`src/rtl/dino_sprite_rom_if.sv`:
```
// rtl/dino_sprite_rom_if.sv - renderer/game-logic side bundle for the dino sprite ROM
interface dino_sprite_rom_if;
  logic [5:0] i_rom_counter;
  logic       o_sprite_color;
  logic       i_frame_tick;
  logic       i_jumping;
  logic       i_ducking;
  logic       i_game_over;
  logic [2:0] o_pose;

  // Renderer / game logic: drives address and player state, reads pixel and pose
  modport master (
    output i_rom_counter, i_frame_tick, i_jumping, i_ducking, i_game_over,
    input  o_sprite_color, o_pose
  );

  // Sprite ROM: responds with the pixel for the address in the current pose
  modport slave (
    input  i_rom_counter, i_frame_tick, i_jumping, i_ducking, i_game_over,
    output o_sprite_color, o_pose
  );
endinterface

```
`src/rtl/dino_sprite_rom.sv`:
```
// rtl/dino_sprite_rom.sv - dino sprite ROM with frame-synchronous pose FSM (option: DINO_ROM_REG_OUT_EN)
module dino_sprite_rom #(
  parameter int ANIM_TICKS = 6
) (
  input  logic              clk,
  input  logic              rst,
  dino_sprite_rom_if.slave  bus
);

  localparam logic [2:0] POSE_RUN_A  = 3'd0;
  localparam logic [2:0] POSE_RUN_B  = 3'd1;
  localparam logic [2:0] POSE_JUMP   = 3'd2;
  localparam logic [2:0] POSE_DUCK_A = 3'd3;
  localparam logic [2:0] POSE_DUCK_B = 3'd4;
  localparam logic [2:0] POSE_DEAD   = 3'd5;

  localparam logic [63:0] BMP_RUN_A  = 64'h0E171F1C9EFC7848;
  localparam logic [63:0] BMP_RUN_B  = 64'h0E171F1C9EFC7820;
  localparam logic [63:0] BMP_JUMP   = 64'h0E171F1C9EFC786C;
  localparam logic [63:0] BMP_DUCK_A = 64'h00000E1FFFFE7848;
  localparam logic [63:0] BMP_DUCK_B = 64'h00000E1FFFFE7820;
  localparam logic [63:0] BMP_DEAD   = 64'h0E151F1C9EFC7848;

  localparam logic [3:0] CNT_LAST = 4'(ANIM_TICKS - 1);

  logic [2:0]  pose_q, pose_d;
  logic [3:0]  cnt_q, cnt_d;
  logic        phase_q, phase_d;
  logic [63:0] bitmap;
  logic        pixel;

  // Next pose/animation state; everything holds unless this cycle is a frame tick.
  // The next pose depends only on inputs and the animation counters, so the
  // unused codes 6/7 fall back into normal priority evaluation on the next tick.
  always_comb begin
    pose_d  = pose_q;
    cnt_d   = cnt_q;
    phase_d = phase_q;
    if (bus.i_frame_tick) begin
      if (bus.i_game_over) begin
        pose_d  = POSE_DEAD;
        cnt_d   = 4'd0;
        phase_d = 1'b0;
      end else if (bus.i_jumping) begin
        pose_d  = POSE_JUMP;
        cnt_d   = 4'd0;
        phase_d = 1'b0;
      end else begin
        // run and duck share the leg counter so switching keeps legs in step
        if (cnt_q == CNT_LAST) begin
          cnt_d   = 4'd0;
          phase_d = ~phase_q;
        end else begin
          cnt_d   = cnt_q + 4'd1;
        end
        if (bus.i_ducking) pose_d = phase_d ? POSE_DUCK_B : POSE_DUCK_A;
        else               pose_d = phase_d ? POSE_RUN_B  : POSE_RUN_A;
      end
    end
  end

  // Pose FSM and animation counters; reset returns to RUN_A immediately
  always_ff @(posedge clk or posedge rst) begin
    if (rst) begin
      pose_q  <= POSE_RUN_A;
      cnt_q   <= 4'd0;
      phase_q <= 1'b0;
    end else begin
      pose_q  <= pose_d;
      cnt_q   <= cnt_d;
      phase_q <= phase_d;
    end
  end

  // Bitmap select for the current pose; unused codes show a blank sprite
  always_comb begin
    case (pose_q)
      POSE_RUN_A:  bitmap = BMP_RUN_A;
      POSE_RUN_B:  bitmap = BMP_RUN_B;
      POSE_JUMP:   bitmap = BMP_JUMP;
      POSE_DUCK_A: bitmap = BMP_DUCK_A;
      POSE_DUCK_B: bitmap = BMP_DUCK_B;
      POSE_DEAD:   bitmap = BMP_DEAD;
      default:     bitmap = 64'd0;
    endcase
  end

  // Row 0 lives in the top byte and col 0 in each byte's MSB
  assign pixel = bitmap[6'd63 - bus.i_rom_counter];

  assign bus.o_pose = pose_q;

`ifdef DINO_ROM_REG_OUT_EN
  // Registered read: pixel of last cycle's address and pose
  always_ff @(posedge clk or posedge rst) begin
    if (rst) bus.o_sprite_color <= 1'b0;
    else     bus.o_sprite_color <= pixel;
  end
`else
  assign bus.o_sprite_color = pixel;
`endif

endmodule
```
`src/flat_wrapper.sv`:
```
// flat-port wrapper written by rule: the top's interface ports become plain ports
module dino_sprite_rom_flat 
#(
  parameter int ANIM_TICKS = 6
)
  (clk, rst, bus_i_rom_counter, bus_i_frame_tick, bus_i_jumping, bus_i_ducking, bus_i_game_over, bus_o_sprite_color, bus_o_pose);
  dino_sprite_rom_if bus_i ();
  input  logic clk;
  input  logic rst;
  input wire logic [$bits(bus_i.i_rom_counter)-1:0] bus_i_rom_counter;
  input wire logic [$bits(bus_i.i_frame_tick)-1:0] bus_i_frame_tick;
  input wire logic [$bits(bus_i.i_jumping)-1:0] bus_i_jumping;
  input wire logic [$bits(bus_i.i_ducking)-1:0] bus_i_ducking;
  input wire logic [$bits(bus_i.i_game_over)-1:0] bus_i_game_over;
  output wire logic [$bits(bus_i.o_sprite_color)-1:0] bus_o_sprite_color;
  output wire logic [$bits(bus_i.o_pose)-1:0] bus_o_pose;
  assign bus_i.i_rom_counter = bus_i_rom_counter;
  assign bus_i.i_frame_tick = bus_i_frame_tick;
  assign bus_i.i_jumping = bus_i_jumping;
  assign bus_i.i_ducking = bus_i_ducking;
  assign bus_i.i_game_over = bus_i_game_over;
  assign bus_o_sprite_color = bus_i.o_sprite_color;
  assign bus_o_pose = bus_i.o_pose;
  dino_sprite_rom #(.ANIM_TICKS(ANIM_TICKS)) u_core (.clk(clk), .rst(rst), .bus(bus_i));
endmodule
```
`config.mk`:
```
export PLATFORM = sky130hd
export DESIGN_NAME = dino_sprite_rom_flat
export DESIGN_NICKNAME = d
export VERILOG_FILES = /design/src/rtl/dino_sprite_rom_if.sv /design/src/rtl/dino_sprite_rom.sv /design/src/flat_wrapper.sv
export SDC_FILE = /design/constraint.sdc
export NUM_CORES = 1
export LEC_CHECK = 0
export CAP_MARGIN = 20
export CORE_MARGIN = 1
export CORE_UTILIZATION = 44
export DETAILED_ROUTE_END_ITERATION = 12
export GPL_TIMING_DRIVEN = 0
export PLACE_DENSITY = 0.72
export SLEW_MARGIN = 15
export SYNTH_ARGS = -nofsm -noshare
export SYNTH_HDL_FRONTEND = slang
export SYNTH_SLANG_ARGS = --single-unit
```
`constraint.sdc`:
```
create_clock -name clk -period 1.5 [get_ports clk]
set_input_delay 0.225 -clock clk [delete_from_list [all_inputs] [get_ports clk]]
set_output_delay 0.225 -clock clk [all_outputs]
set_load 0.02 [all_outputs]
```
=== Word-level counts from Yosys, hierarchy flattened ===
Index checks and enable logic that the tools add are counted.

* Add/subtract/negate cells: 2
* $mul: 0
* Divide/modulo/power cells: 0
* $lt $le $gt $ge: 1
* Equality and inequality tests: 6
* Shift-type cells: 0
* Mux-type cells: 17
* Bitwise gates (word level): 1
* Reductions and logical operators: 1

{| class="wikitable"
|+ Operators by type and width
! kind !! number
|-
| one-hot mux 60 bit (6 select lines) || 1
|-
| two-way mux 3 bit || 4
|-
| two-way mux 4 bit || 3
|-
| two-way mux 1 bit || 8
|-
| < comparator 6 x 7 -> 1 bit (second input constant) || 1
|-
| binary-select mux 1 bit (select 6 bit) || 1
|-
| == test 3 x 2 -> 1 bit (second input constant) || 2
|-
| == test 3 bit (second input constant) || 2
|-
| subtractor 6 bit (first input constant) || 1
|-
| adder 4 x 1 -> 4 bit (second input constant) || 1
|-
| == test 4 x 3 -> 1 bit (second input constant) || 1
|-
| == test 3 x 1 -> 1 bit (second input constant) || 1
|-
| logical NOT 3 bit || 1
|-
| NOT 1 bit || 1
|}

* Bits in registers: 8
* Bits in latches: 0
* Memory bits (writable): 0
* Bits in read-only memories: 0
* Input port bits: 12
* Output and inout port bits: 4
* Memories: 0

=== Longest topological paths before layout ===
* Depth in word-level cells: 9
* Mapped depth: 9
* Depth with buffers taken out: 9

=== Worst setup path before layout ===
OpenSTA, ideal clock, no wires.

* Kind: register to output
* From: reg u_core.pose_q[1], in the netlist u_core.bus.o_pose[1]
* To: out bus_o_sprite_color
* Arrival time: 1.604 ns
* Required time: 1.275 ns
* Setup slack: -0.329 ns
* Cell stages (with the launch flop): 6
* Buffers on the path: 1
* Cells stage by stage: dfrtp_1 buf_6 nor2_2 mux2_2 o311a_1 o221ai_1

* Longest elaborated chain between the ends: 4
* Elaborated cells on any way between the ends: 9
* Those cells by class: eq/ne: 5; mux: 3; reduce/logical: 1

{| class="wikitable"
|+ Ends and longest elaborated chain
! element !! RTL line !! source
|-
| from (decl) || dino_sprite_rom.sv:26 || <nowiki>logic [2:0] pose_q, pose_d;</nowiki>
|-
| from (signal assigned) || dino_sprite_rom.sv:69 || <nowiki>pose_q <= pose_d;</nowiki>
|-
| == test 3 bit (tied with other cells) || dino_sprite_rom.sv:77 || <nowiki>case (pose_q)</nowiki>
|-
| one-hot mux 60 bit (6 select lines) (*) || dino_sprite_rom.sv:77 ||
|-
| binary-select mux 1 bit (select 6 bit) (*) || dino_sprite_rom.sv:89 || <nowiki>assign pixel = bitmap[6'd63 - bus.i_rom_counter];</nowiki>
|-
| two-way mux 1 bit (not written as such) (*) || dino_sprite_rom.sv:89 ||
|-
| to (decl) || flat_wrapper.sv:15 || <nowiki>output wire logic [$bits(bus_i.o_sprite_color)-1:0] bus_o_sprite_color;</nowiki>
|}

Mark *: on every way between the ends. The rest lies on a longest branch, timed or not. The select of a mux whose other input is x is not followed.

=== Final worst setup path ===
* From: in bus_i_rom_counter[2]
* To: out bus_o_sprite_color

* Longest elaborated chain between the ends: 3

{| class="wikitable"
|+ Ends and longest elaborated chain
! element !! RTL line !! source
|-
| from (decl) || flat_wrapper.sv:10 || <nowiki>input wire logic [$bits(bus_i.i_rom_counter)-1:0] bus_i_rom_counter;</nowiki>
|-
| subtractor 6 bit || dino_sprite_rom.sv:89 ||
|-
| binary-select mux 1 bit (select 6 bit) || dino_sprite_rom.sv:89 ||
|-
| two-way mux 1 bit (not written as such) || dino_sprite_rom.sv:89 ||
|}

No other way between the ends. The select of a mux whose other input is x is not followed.

==> flow_summary.ini <==
[die]
die-area_um2 = 1880
top_level_ports = 16
fp-row-count = 14
die_y_um = 43.4
die-width_um = 43.4
core_um2 = 1560
initial_utilization_pct = 48.4

[grt]
wire_length_of_the_first_global_routing_pass_um = 3350
grtUsageTotal_pct = 24.2
global_route.overflow_total = 0
grt_max_degree = 11
grt_antenna_before_repair = 0
grt_pass1_vias = 768

[pwr]
max-vdd-ir-drop_uv = 503
total_power_mw = 0.751
cellLeakagePower_nw = 0.482
power_per_cell_area_nw_per_um2 = 673

[timing]
timing.setup.tns_ps = -674
post_route_clock_period_utilization_pct = 134
rsz0062_at_grt = yes
slew_headroom_pct = 77.5
fin_worst_hold_slack_ps = 198
fmax_mhz = 499
worstMarginPinSlew_ps = 337
clock_skew_ps = 5.09
layout_setup_ws_ps = -505
finalHoldViolations = 0
timing.final.setup_violations = 3
timing_max_transition_violations_final = 0
timing.final.crit_period_ps = 2000

[logic_synthesis]
synthArstFlopShare_pct = 100
post_synthesis_register_bit_count = 8
count_of_flip_flops_with_a_built_in_enable_after_synthesis = 0
post_synthesis_sequential_area_ratio_pct = 26.5
ys_types = 40
syn_area_um2 = 754
ys_warn_count = 0
synth_nets = 112
synth_cells = 96
syn_avg_cell_area_um2 = 7.86
synth_ff_type = sky130_fd_sc_hd__dfrtp_1

[finish]
drive_above_1_share_pct = 36.4
fillerInstances = 135
synthToLayoutAreaGrowth_pct = 47.9
multiInputGateArea_um2 = 594
sequential_cell_area_um2 = 205
antenna-diode-count = 0
design_area_um2 = 1120
final_net_count = 138

[place]
place_congestion = 0.796
dp_worst_setup_slack_ps = -999
place_hpwl_um = 1340
portBuffers = 13
detailed_place.area_um2 = 941

[clocking]
h-tree-depth = 1
number_of_buffers_inserted_during_clock_tree_synthesis = 3
clock_sinks = 8
postCtsHoldBufs = 0
cts.reportedPaths.clkPinSlew_ps = 60
tritoncts = yes
clock-root-buffer = sky130_fd_sc_hd__clkbuf_4
ctsLongestPathBuffers = 2
clock_insertion_delay_worst_skew_ps = 270

[worst_setup_path]
worst_ep_required_time_ps = 1270
worstPathArrival_ps = 1780
setup.worst_path.class = in -> out
crit_chain = clkdlybuf4s50_1, buf_6, nand2_1, a221o_1, o2bb2ai_2, a22oi_2, o221ai_4, buf_6
critical_path.n_buffers_inverters = 3
cpLargestDelayFamily = buffers and inverters
crit_path_max_incr_delay_ps = 500
crit_path_start_kind = input port
critical-path-slowest-cell = sky130_fd_sc_hd__clkdlybuf4s50_1
critPathCaptureType = output pin
cp_common_cell = sky130_fd_sc_hd__buf_6
path_max_fanout = 10

[routing]
num_vias = 812
drt-vias-per-instance = 5.93
remaining_drc_errors = 0
drt-pass1-iter-count = 4
drtIter0Drc = 17
route.detailed.wl_per_inst_um = 14.6
drt-total-wl_um = 2010
antenna_violating_nets_post_route = 0

[worst_hold_path]
timing.hold.worst.class = in -> async

[status]
run_status = complete, but fails checks
violations_in_the_final_reports = negative setup slack

[job]
number_of_maximum_capacitance_violations = 0
cells in the mapped netlist, types with 3 or more instances:
cell type                 number  area share, %
sky130_fd_sc_hd__mux2_2        3            4.5
sky130_fd_sc_hd__a21oi_1       5            3.3
sky130_fd_sc_hd__o21ai_0       6            4.0
sky130_fd_sc_hd__ha_1          4            6.6
sky130_fd_sc_hd__nand3_1       3            2.0
sky130_fd_sc_hd__inv_1         5            2.5
sky130_fd_sc_hd__dfrtp_1       8             27
sky130_fd_sc_hd__buf_2         3            2.0
sky130_fd_sc_hd__nor2_1        8            4.0
sky130_fd_sc_hd__nand2_1      14            7.0
flip-flops by register name, summed over array words and instances, names as in the netlist:
signal / count
u_core.bus.o_pose: 3
u_core.phase_q: 1
u_core.cnt_q: 4
through the flow:
stage | instances | utilization (%)
after detailed placement | 125 | 60.4
final | 137 | 71.6
after global routing | 137 | 71.6
after global placement | 125 | 60.4
after floorplan | 96 | -
after CTS | 135 | 69.0
cell families (layout without fill, tap and decap cells):
group,count (synthesis),count (layout),synth area share [%]
adders and majority gates,4,4,6.63
xor gates and xnor gates,2,2,2.32
buffers and inverters,12,37,8.95
muxes,4,4,5.80
DFF,8,8,26.5
and+or+nand+nor,40,40,26.5
AOI/OAI and AO/OA,26,26,23.2
metal layers:
metal	up-vias	routed length (um)	track usage, %
met5	-	0	0
met3	7	109	3.75
met4	0	40	8.75
met1	366	805	30.2
met2	41	1050	42.1
li1	398	-	-
layout by cell type, fill, tap and decap left out, types with 2 or more instances in the layout:
| cell type | n |
|---|---|
| sky130_fd_sc_hd__a21oi_2 | 3 |
| sky130_fd_sc_hd__dfrtp_2 | 4 |
| sky130_fd_sc_hd__ha_4 | 2 |
| sky130_fd_sc_hd__nor2_1 | 7 |
| sky130_fd_sc_hd__clkbuf_4 | 3 |
| sky130_fd_sc_hd__nand2_1 | 14 |
| sky130_fd_sc_hd__buf_2 | 2 |
| sky130_fd_sc_hd__mux2_2 | 2 |
| sky130_fd_sc_hd__nand4b_1 | 2 |
| sky130_fd_sc_hd__and3_1 | 2 |
| sky130_fd_sc_hd__nand2b_1 | 2 |
| sky130_fd_sc_hd__nor2_2 | 2 |
| sky130_fd_sc_hd__dfrtp_1 | 4 |
| sky130_fd_sc_hd__dlygate4sd2_1 | 2 |
| sky130_fd_sc_hd__nand3_1 | 3 |
| sky130_fd_sc_hd__o21ai_0 | 6 |
| sky130_fd_sc_hd__buf_6 | 5 |
| sky130_fd_sc_hd__clkdlybuf4s50_1 | 9 |
| sky130_fd_sc_hd__inv_1 | 4 |
| sky130_fd_sc_hd__a21oi_1 | 2 |
| sky130_fd_sc_hd__o22ai_1 | 2 |
| sky130_fd_sc_hd__buf_4 | 8 |
area by class of cell:
class,instances,area share (%)
Multi-Input combinational cell,76,53.3
Sequential cell,8,18.4
Timing Repair Buffer,21,17.2
Buffer,7,5.38
Clock buffer,4,2.35
Tap cell,16,1.79
Inverter,5,1.68
worst register-to-register path, stage by stage (launching register included):
cell	delay, ps
sky130_fd_sc_hd__dfrtp_1	400
sky130_fd_sc_hd__inv_2	90
sky130_fd_sc_hd__ha_4	130
sky130_fd_sc_hd__nand3b_1	120
sky130_fd_sc_hd__xnor2_2	160
sky130_fd_sc_hd__inv_1	60
sky130_fd_sc_hd__ha_2	170
sky130_fd_sc_hd__nor2_2	70
sky130_fd_sc_hd__nor2_1	50
sky130_fd_sc_hd__mux2_4	260
final timing paths:
kind                                      start                    to  slack [ps]  cells after the start
setup / recovery           bus_i_rom_counter[2]    bus_o_sprite_color        -500                      8
setup reg to reg                u_core.cnt_q[1]  u_core.bus.o_pose[1]        -120                      9
hold / removal                              rst  u_core.bus.o_pose[2]         200                      2
min in group clk                u_core.cnt_q[3]       u_core.cnt_q[3]         540                      1
max in group asynchronous                   rst       u_core.cnt_q[0]        1040                      2
hold reg to reg                 u_core.cnt_q[3]       u_core.cnt_q[3]         540                      1
report_power, final:
| group | switching, mW | leakage, nW | internal (mW) | total, mW |
|---|---|---|---|---|
| logic | 0.155 | 0.368 | 0.158 | 0.313 |
| clock network | 0.0926 | 0.0150 | 0.103 | 0.196 |
| registers | 0.0127 | 0.0987 | 0.230 | 0.243 |
timing repair:
action                     CTS  global route
setup buffers                6             2
setup endpoints to repair    3             5
pin swaps                    5             5
resized for setup           23             8
No activity file was read; power rests on OpenSTA's default activity.
